**config.mk**
```make
export PLATFORM = sky130hd
export DESIGN_NAME = afe_dvp_emulator
export DESIGN_NICKNAME = d
export VERILOG_FILES = /design/src/rtl/afe_emu_pkg.sv /design/src/rtl/afe_emu_delay.sv /design/src/rtl/afe_dvp_emulator.sv
export SDC_FILE = /design/constraint.sdc
export NUM_CORES = 1
export LEC_CHECK = 0
export CORE_MARGIN = 3
export CORE_UTILIZATION = 56
export DETAILED_ROUTE_END_ITERATION = 16
export PLACE_DENSITY_LB_ADDON = 0.1
export SYNTH_ARGS = -nofsm -noshare
export SYNTH_HDL_FRONTEND = slang
export SYNTH_SLANG_ARGS = --single-unit
```
**constraint.sdc**
```tcl
create_clock -name clk -period 2.1 [get_ports clk]
set_input_delay 0.21 -clock clk [delete_from_list [all_inputs] [get_ports clk]]
set_output_delay 0.21 -clock clk [all_outputs]
set_load 0.05 [all_outputs]
```
**src/rtl/afe_emu_pkg.sv**
```systemverilog
// Shared types and constants for the AFE/DVP emulator: pattern modes,
// line FSM states and the noise LFSR definition.
package afe_emu_pkg;

  localparam int unsigned LFSR_W = 16;

  localparam logic [LFSR_W-1:0] LFSR_SEED = 16'hACE1;
  // Fibonacci taps 16,14,13,11 expressed as right-shift feedback bits 0,2,3,5
  localparam logic [LFSR_W-1:0] LFSR_TAPS = 16'h002D;

  typedef enum logic [1:0] {
    MODE_FIXED = 2'd0,
    MODE_HRAMP = 2'd1,
    MODE_VRAMP = 2'd2,
    MODE_LFSR  = 2'd3
  } mode_e;

  typedef enum logic [1:0] {
    ST_IDLE   = 2'd0,
    ST_OB     = 2'd1,
    ST_ACTIVE = 2'd2,
    ST_DONE   = 2'd3
  } state_e;

  function automatic logic [LFSR_W-1:0] lfsr_next(input logic [LFSR_W-1:0] s);
    return {^(s & LFSR_TAPS), s[LFSR_W-1:1]};
  endfunction

endpackage

```
**src/rtl/afe_emu_delay.sv**
```systemverilog
// Fixed-depth register pipeline with synchronous clear; models the AFE
// output latency between the sample generator and the DVP data pins.
module afe_emu_delay #(
  parameter int unsigned W     = 14,
  parameter int unsigned DEPTH = 3
) (
  input  logic         clk,
  input  logic         clr_i,
  input  logic [W-1:0] d_i,
  output logic [W-1:0] q_o
);

  logic [W-1:0] pipe_q [DEPTH];

  always_ff @(posedge clk) begin
    if (clr_i) begin
      for (int i = 0; i < int'(DEPTH); i++) pipe_q[i] <= '0;
    end else begin
      pipe_q[0] <= d_i;
      for (int i = 1; i < int'(DEPTH); i++) pipe_q[i] <= pipe_q[i-1];
    end
  end

  assign q_o = pipe_q[DEPTH-1];

endmodule

```
**src/rtl/afe_dvp_emulator.sv**
```systemverilog
// CCD analog front-end stand-in: follows system HSYNC/VSYNC and returns an
// optical-black lead-in plus a selectable test pattern on the DVP data bus.
module afe_dvp_emulator
  import afe_emu_pkg::*;
#(
  parameter int unsigned     DW       = 14,
  parameter int unsigned     H_ACT    = 1600,
  parameter int unsigned     OB_PIX   = 24,
  parameter logic [DW-1:0]   OB_LEVEL = DW'(64),
  parameter int unsigned     DATA_LAT = 3,
  parameter int unsigned     CW       = 12
) (
  input  logic          clk,
  input  logic          rst,
  input  logic          dvp_hsync,
  input  logic          dvp_vsync,
  input  logic [1:0]    mode,
  input  logic          clr,
  output logic [DW-1:0] dvp_d,
  output logic [CW-1:0] line_cnt,
  output logic [15:0]   frame_cnt,
  output logic          line_abort
);

  localparam logic [CW-1:0] OB_LAST  = CW'(OB_PIX - 1);
  localparam logic [CW-1:0] ACT_LAST = CW'(H_ACT - 1);
  localparam logic [CW-1:0] CNT_MAX  = '1;

  logic                hs_q, hs_prev_q, vs_q, vs_prev_q;
  logic                hs_edge_c, vs_edge_c, abort_set_c;
  state_e              state_q;
  mode_e               mode_q;
  logic [CW-1:0]       x_q, y_q, line_cnt_q;
  logic [15:0]         frame_cnt_q;
  logic                abort_q;
  logic [LFSR_W-1:0]   lfsr_q;
  logic [DW-1:0]       pix0_c;

  // Sync sampling; edges are seen one cycle after the pins go high
  always_ff @(posedge clk) begin
    if (rst) begin
      hs_q      <= 1'b0;
      hs_prev_q <= 1'b0;
      vs_q      <= 1'b0;
      vs_prev_q <= 1'b0;
    end else begin
      hs_q      <= dvp_hsync;
      hs_prev_q <= hs_q;
      vs_q      <= dvp_vsync;
      vs_prev_q <= vs_q;
    end
  end

  assign hs_edge_c   = hs_q & ~hs_prev_q;
  assign vs_edge_c   = vs_q & ~vs_prev_q;
  assign abort_set_c = hs_edge_c && (state_q == ST_OB || state_q == ST_ACTIVE);

  // Line FSM, x/y and frame counters, LFSR
  always_ff @(posedge clk) begin
    if (rst) begin
      state_q     <= ST_IDLE;
      mode_q      <= MODE_FIXED;
      x_q         <= '0;
      y_q         <= '0;
      line_cnt_q  <= '0;
      frame_cnt_q <= '0;
      abort_q     <= 1'b0;
      lfsr_q      <= LFSR_SEED;
    end else begin
      abort_q <= abort_set_c | (abort_q & ~clr);

      if (hs_edge_c) begin
        state_q <= ST_OB;
        x_q     <= '0;
        mode_q  <= mode_e'(mode);
        // vsync in the same cycle takes effect first: this line is y=0
        if (vs_edge_c) begin
          y_q        <= '0;
          line_cnt_q <= CW'(1);
        end else begin
          y_q <= line_cnt_q;
          if (line_cnt_q != CNT_MAX) line_cnt_q <= line_cnt_q + CW'(1);
        end
      end else begin
        if (vs_edge_c) begin
          y_q        <= '0;
          line_cnt_q <= '0;
        end
        case (state_q)
          ST_OB: begin
            if (x_q == OB_LAST) begin
              state_q <= ST_ACTIVE;
              x_q     <= '0;
            end else begin
              x_q <= x_q + CW'(1);
            end
          end
          ST_ACTIVE: begin
            if (x_q == ACT_LAST) begin
              state_q <= ST_DONE;
              x_q     <= '0;
            end else begin
              x_q <= x_q + CW'(1);
            end
          end
          default: ;
        endcase
      end

      if (vs_edge_c) frame_cnt_q <= frame_cnt_q + 16'd1;

      if (vs_edge_c) begin
        lfsr_q <= LFSR_SEED;
      end else if (state_q == ST_ACTIVE) begin
        lfsr_q <= lfsr_next(lfsr_q);
      end
    end
  end

  // Stage-0 sample selection
  always_comb begin
    pix0_c = '0;
    case (state_q)
      ST_OB: pix0_c = OB_LEVEL;
      ST_ACTIVE: begin
        case (mode_q)
          MODE_FIXED: pix0_c = OB_LEVEL;
          MODE_HRAMP: pix0_c = DW'(x_q);
          MODE_VRAMP: pix0_c = DW'(y_q);
          MODE_LFSR:  pix0_c = DW'(lfsr_q);
          default:    pix0_c = '0;
        endcase
      end
      default: pix0_c = '0;
    endcase
  end

  afe_emu_delay #(
    .W     (DW),
    .DEPTH (DATA_LAT)
  ) u_delay (
    .clk   (clk),
    .clr_i (rst),
    .d_i   (pix0_c),
    .q_o   (dvp_d)
  );

  assign line_cnt   = line_cnt_q;
  assign frame_cnt  = frame_cnt_q;
  assign line_abort = abort_q;

endmodule

```
Word level (Yosys, flattened, before mapping)
Memories as Yosys holds them, arrays and structs flattened. Index checks and enable logic that the tools add are counted.

Output and inout bits: 43. Bits in latches: 0. Bits in read-only memories: 0. Register bits: 77. Memories kept: 1. Input bits: 7. Logic and storage cells: 72. RAM bits: 42.

Multipliers: 0. Divide/modulo/power cells: 0. Order comparisons: 0. Multiplexer cells: 21. Bitwise gates (word level): 10. Shift operators: 0. Equal/unequal tests: 13. Reduce and logical (&&, ||, !) cells: 11. Add/sub/neg operators: 3.

Memory list: u_delay.pipe_q (words 3, width 14, rd ports 3, clocked after Yosys merged registers in 0, write ports 3, RTL line afe_emu_delay.sv:13) `logic [W-1:0] pipe_q [DEPTH];`.

Operators with widths (number): 2-to-1 mux 12 bit (8); one-hot mux 14 bit (4 select lines) (1); 2-to-1 mux 14 bit (3); one-hot mux 14 bit (2 select lines) (1); adder 12 x 1 -> 12 bit, second input constant (2); one-hot mux 12 bit (2 select lines) (1); adder 16 x 1 -> 16 bit, second input constant (1); parity 16 bit (1); == test 12 x 11 -> 1 bit, second input constant (1); == test 12 x 5 -> 1 bit, second input constant (1); != test 12 bit, second input constant (1); == test 2 bit, second input constant (3); != test 3 x 2 -> 1 bit, second input constant (2); AND reduction 3 bit (2); == test 2 x 1 -> 1 bit, second input constant (2); 2-to-1 mux 1 bit (4); 2-to-1 mux 2 bit (2); != test 2 x 1 -> 1 bit, second input constant (2); bitwise OR 1 bit (4); one-hot mux 2 bit (2 select lines) (1); nonzero test 2 bit (2); OR reduction 2 bit (2); bitwise AND 1 bit (3); != test 3 x 1 -> 1 bit, second input constant (1); 5 further kinds (7).

Logic depth before layout (Yosys ltp)
Depth after elaboration: 4. Mapped depth: 6. Depth with buffers taken out: 6.

By module
A second synthesis with hierarchy kept.

Cells, all modules: 534. Area, all modules: 4884.7 um^2.

By module, submodules not included: afe_dvp_emulator (area each 3656.0 um^2, instances 1, sequential area each 1541.5 um^2, cells each 432); afe_emu_delay (area each 1228.7 um^2, instances 1, sequential area each 840.8 um^2, cells each 102).

Worst setup path before layout
OpenSTA, ideal clock, no wires.

Path kind: register to register. Start: register frame_cnt_q[0] (netlist: frame_cnt[0]). End: register frame_cnt_q[14] (netlist: frame_cnt[14]). Clock period less this slack: 2.030 ns. Arrival time: 1.960 ns. Setup time: 0.070 ns. Stages on the path, launching flop included: 6. Path buffers: 0. Path slack: 0.070 ns. Required time: 2.030 ns. Path through: dfxtp_1 > ha_1 > nand3b_1 > or4_4 > or3_1 > a21oi_1.

Word-level cells in the longest chain between the ends: 1.

RTL lines: start: declaration (RTL line afe_dvp_emulator.sv:34) `logic [15:0] frame_cnt_q;`; start signal: assignment (RTL line afe_dvp_emulator.sv:110) `if (vs_edge_c) frame_cnt_q <= frame_cnt_q + 16'd1;`; adder 16 x 1 -> 16 bit (RTL line afe_dvp_emulator.sv:110).

No other way between the ends. A chain may end at the register's enable or synchronous reset.

Worst setup path in the final report
Start: register line_cnt_q[3] (netlist: line_cnt[3]). End: output port line_cnt[3].

RTL lines: start: declaration (RTL line afe_dvp_emulator.sv:33) `logic [CW-1:0] x_q, y_q, line_cnt_q;`; start signal: assignment (RTL line afe_dvp_emulator.sv:82) `if (line_cnt_q != CNT_MAX) line_cnt_q <= line_cnt_q + CW'(1);`; end: declaration (RTL line afe_dvp_emulator.sv:20) `output logic [CW-1:0] line_cnt,`.

No word-level cell between the ends.

==> results by group <==
Worst setup path
  • Arr. time, crit path: around 1.8 ns
  • Critical path startpoint category: flop
  • Worst Path Buf+Inv: 1
  • Top delay family on crit path: buffers and inverters
  • Critical path type: flop to output pin
  • Required time worst endpoint: around 1.9 ns
  • Max Fanout on Critical Path: 7
  • Slowest stage delay, CP: ~0.86 ns
  • CP Launch Point: line_cnt[3]$_SDFFE_PP0P_
  • Worst path cell trace: clkdlybuf4s50_1
  • Worst path slowest cell: clkdlybuf4s50_1
  • RR Startpoint: x_q[0]$_SDFFE_PP0P_
  • Setup crit end kind: output pin

Clock network
  • Max clock buf depth: 2
  • CTS Buf Count: 17
  • CTS H-tree lvls: 4
  • Worst-path clk slew: approximately 0.060 ns
  • Root buffer cell: clkbuf_8
  • CTS sink cnt: 119
  • CTS tree: yes
  • Hold Buf Count CTS: 0
  • Clk Latency, worst-skew pair: roughly 0.5 ns

Synthesis
  • Synth Register Bits: between 100 and 150
  • Top cell type's share of synthesized area: 0.4935
  • Synth Flop Type: dfxtp_1
  • Count of cell types in the netlist: 52
  • Post-synthesis cell count: 530
  • Synth top cells by count: 119 x dfxtp_1, 65 x nand2_1, 57 x nor2_1
  • Most common cell in the synthesized netlist: dfxtp_1
  • Post-synth EDFFs: 0
  • Synth area leader: dfxtp_1
  • Post-synthesis net count: 542
  • Sequential area share after synthesis: 0.4935
  • Ys async rst share: 0
  • Yosys Warn Count: 0
  • Synth Cell Area: 4827 sq um
  • Most area-consuming cells after synthesis: dfxtp_1 49%, nand2_1 5.1%, nor2b_1 5.1%, nor2_1 4.4%, mux2i_1 3.7%
  • Syn avg cell area: just over 9 sq um

Pwr
  • Switching Power: ~0.0012 W
  • Sw Ratio: 0.2281
  • Gate power share: 0.052
  • Clock power share: 0.521
  • Maximum vdd ir drop: between 500 and 600 uV
  • Pleak: between 2 and 2.5 nW
  • P_int: between 0.004 and 0.005 W
  • Power Density: roughly 920 nW/um^2
  • Power, Total: around 0.0055 W
  • Reg power frac: 0.426

Floorplanning
  • Placeable Area: around 8300 sq um
  • I/O pin count: 50
  • Row cnt: 33
  • DIE AREA: between 9000 and 10000 sq um
  • Die width: 98.85 um
  • Die H: between 90 and 100 um
  • Starting density of the core: 0.5816

Route
  • Wire per inst: 14.73 um
  • Drt first-iter violations: between 200 and 300
  • Vias: between 3000 and 4000
  • Antenna Nets Post-Route: 0
  • DRC errors left: 0
  • WL final: roughly 10000 um
  • Via density: between 5 and 6
  • First-pass iteration count of the detailed router: 5

Layout
  • Number of inserted diodes: 0
  • Layout cells sized above 1: 0.1132
  • Area grow syn2layout: 22.76%
  • Final #Nets: between 500 and 600
  • Filler Cells Inserted: 630

STA
  • Hold Fails Final Rpt: 0
  • Fin crit share: 0.9586
  • Max-slew violations: 0
  • Post-Route Skew: around 0.006 ns
  • Worst rel slew slack: 0.5137
  • Slew of the pin with the lowest slew margin: 0.7284 ns
  • RSZ-0062 raised after global routing: false
  • Final setup viols: 0
  • Period minus WS final: between 2 and 2.5 ns
  • Setup_tns: 0 ns
  • Peak Freq: between 0.4 and 0.5 GHz

Global route
  • Busiest layer in global routing: met2
  • Largest net degree at the start of global routing: 29
  • M2 GR Usage: 0.3445
  • Grt met3 use: 0.05945
  • Number of global-route vias before repair: between 3000 and 4000
  • Met1 Use GR: 0.2829
  • First-pass GRT wire length: between 15000 and 20000 um
  • Remaining Overflow, GRT: 0
  • Total GRT Usage: 0.2166
  • Initial antenna violation count: 0

Outcome
  • Outcome: finished, final reports clean

Worst hold path
  • Min-delay src: rst
  • Min-delay worst type: input pin to flop

Placement
  • Routability Congestion: 0.9684
  • DP HPWL: roughly 7000 um
  • IO buf count: between 40 and 50

Run
  • Max Cap Viol: 0
## metal layers
| metal | share of wire | wire (um) | vias to the layer above |
|---|---|---|---|
| met1 | 0.46 | 4685 | 1789 |
| met4 | 0.0084 | 85 | 0 |
| met3 | 0.048 | 487 | 10 |
| met2 | 0.48 | 4876 | 116 |
| li1 | - | - | 1874 |
| met5 | 0 | 0 | - |
## cells in the final DEF (no fill, tap or decap), types with 8 or more instances in the layout
master / count
dfxtp_1: 119
nand2_1: 65
nor2_1: 57
clkdlybuf4s50_1: 46
nor2b_1: 39
a21oi_1: 31
mux2i_1: 18
xnor2_1: 17
clkbuf_16: 16
buf_4: 14
nand3_1: 12
mux2_2: 11
o21ai_0: 10
a22oi_1: 10
inv_1: 9
nor3_1: 9
nand4_1: 8
## cells by family after synthesis
kind of cell / synth area share
simple gates: 0.2382
flops: 0.4935
compound gates: 0.09798
buf+inv: 0.05262
mux: 0.06299
xor+xnor: 0.04173
fa+ha+maj: 0.01296
## power by group through the flow
stage	Combinational, W	Sequential, W	Clock [W]
finish	0.000287	0.00233	0.00285
global route	0.000313	0.00233	0.00300
CTS	0.000285	0.00233	0.00289
detailed placement	0.000281	0.00237	0
global placement	0.000275	0.00237	0
floorplan	0.000189	0.00238	0
## what timing repair did
item / in CTS / in global routing
setup endpoints to repair: 0 / 2
gates resized for setup: 0 / 2
buffers inserted: 0 / 0
## final cells by class
cell class | count | area, sq um | area share
inverter | 9 | 33.78 | 0.005701
multi-input combinational | 360 | 2191 | 0.3697
tap | 105 | 131.4 | 0.02217
timing repair buffer | 63 | 595.6 | 0.1005
clock inverter | 15 | 177.7 | 0.02998
sequential | 119 | 2382 | 0.4020
clock buffer | 17 | 414.1 | 0.06989
## path summary, 6_finish.rpt
kind | slack, ns | cells after the start | to
hold / removal | 0.13 | 2 | hs_q$_SDFF_PP0_
hold reg to reg | 0.43 | 1 | u_delay.pipe_q[0][20]$_SDFF_PP0_
setup reg to reg | 0.21 | 5 | x_q[9]$_SDFFE_PP0P_
setup / recovery | 0.09 | 1 | line_cnt[3]
## sequential cells by signal, summed over array words and instances, names as in the netlist
| signal | flops |
|---|---|
| u_delay.pipe_q | 42 |
| frame_cnt | 16 |
| lfsr_q | 16 |
| line_cnt | 12 |
| x_q | 12 |
| y_q | 12 |
| mode_q | 2 |
| state_q | 2 |
| hs_prev_q | 1 |
| hs_q | 1 |
| line_abort | 1 |
| vs_prev_q | 1 |
| vs_q | 1 |
## stage by stage
step | setup WS, ns | std cells | hold WS, ns | utilization | instance area, sq um
after floorplan | 0.06964 | 530 | 0.3382 | - | 4827
after global placement | 0.3682 | 656 | 0.4184 | 0.6421 | 5329
after detailed placement | 0.2661 | 656 | 0.4254 | 0.6421 | 5329
after CTS | 0.02303 | 688 | 0.1179 | 0.7134 | 5921
after global routing | 0.01044 | 688 | 0.1407 | 0.7140 | 5926
final | 0.08697 | 688 | 0.1326 | 0.7140 | 5926
Note: power is estimated with default switching activity, not from simulation.
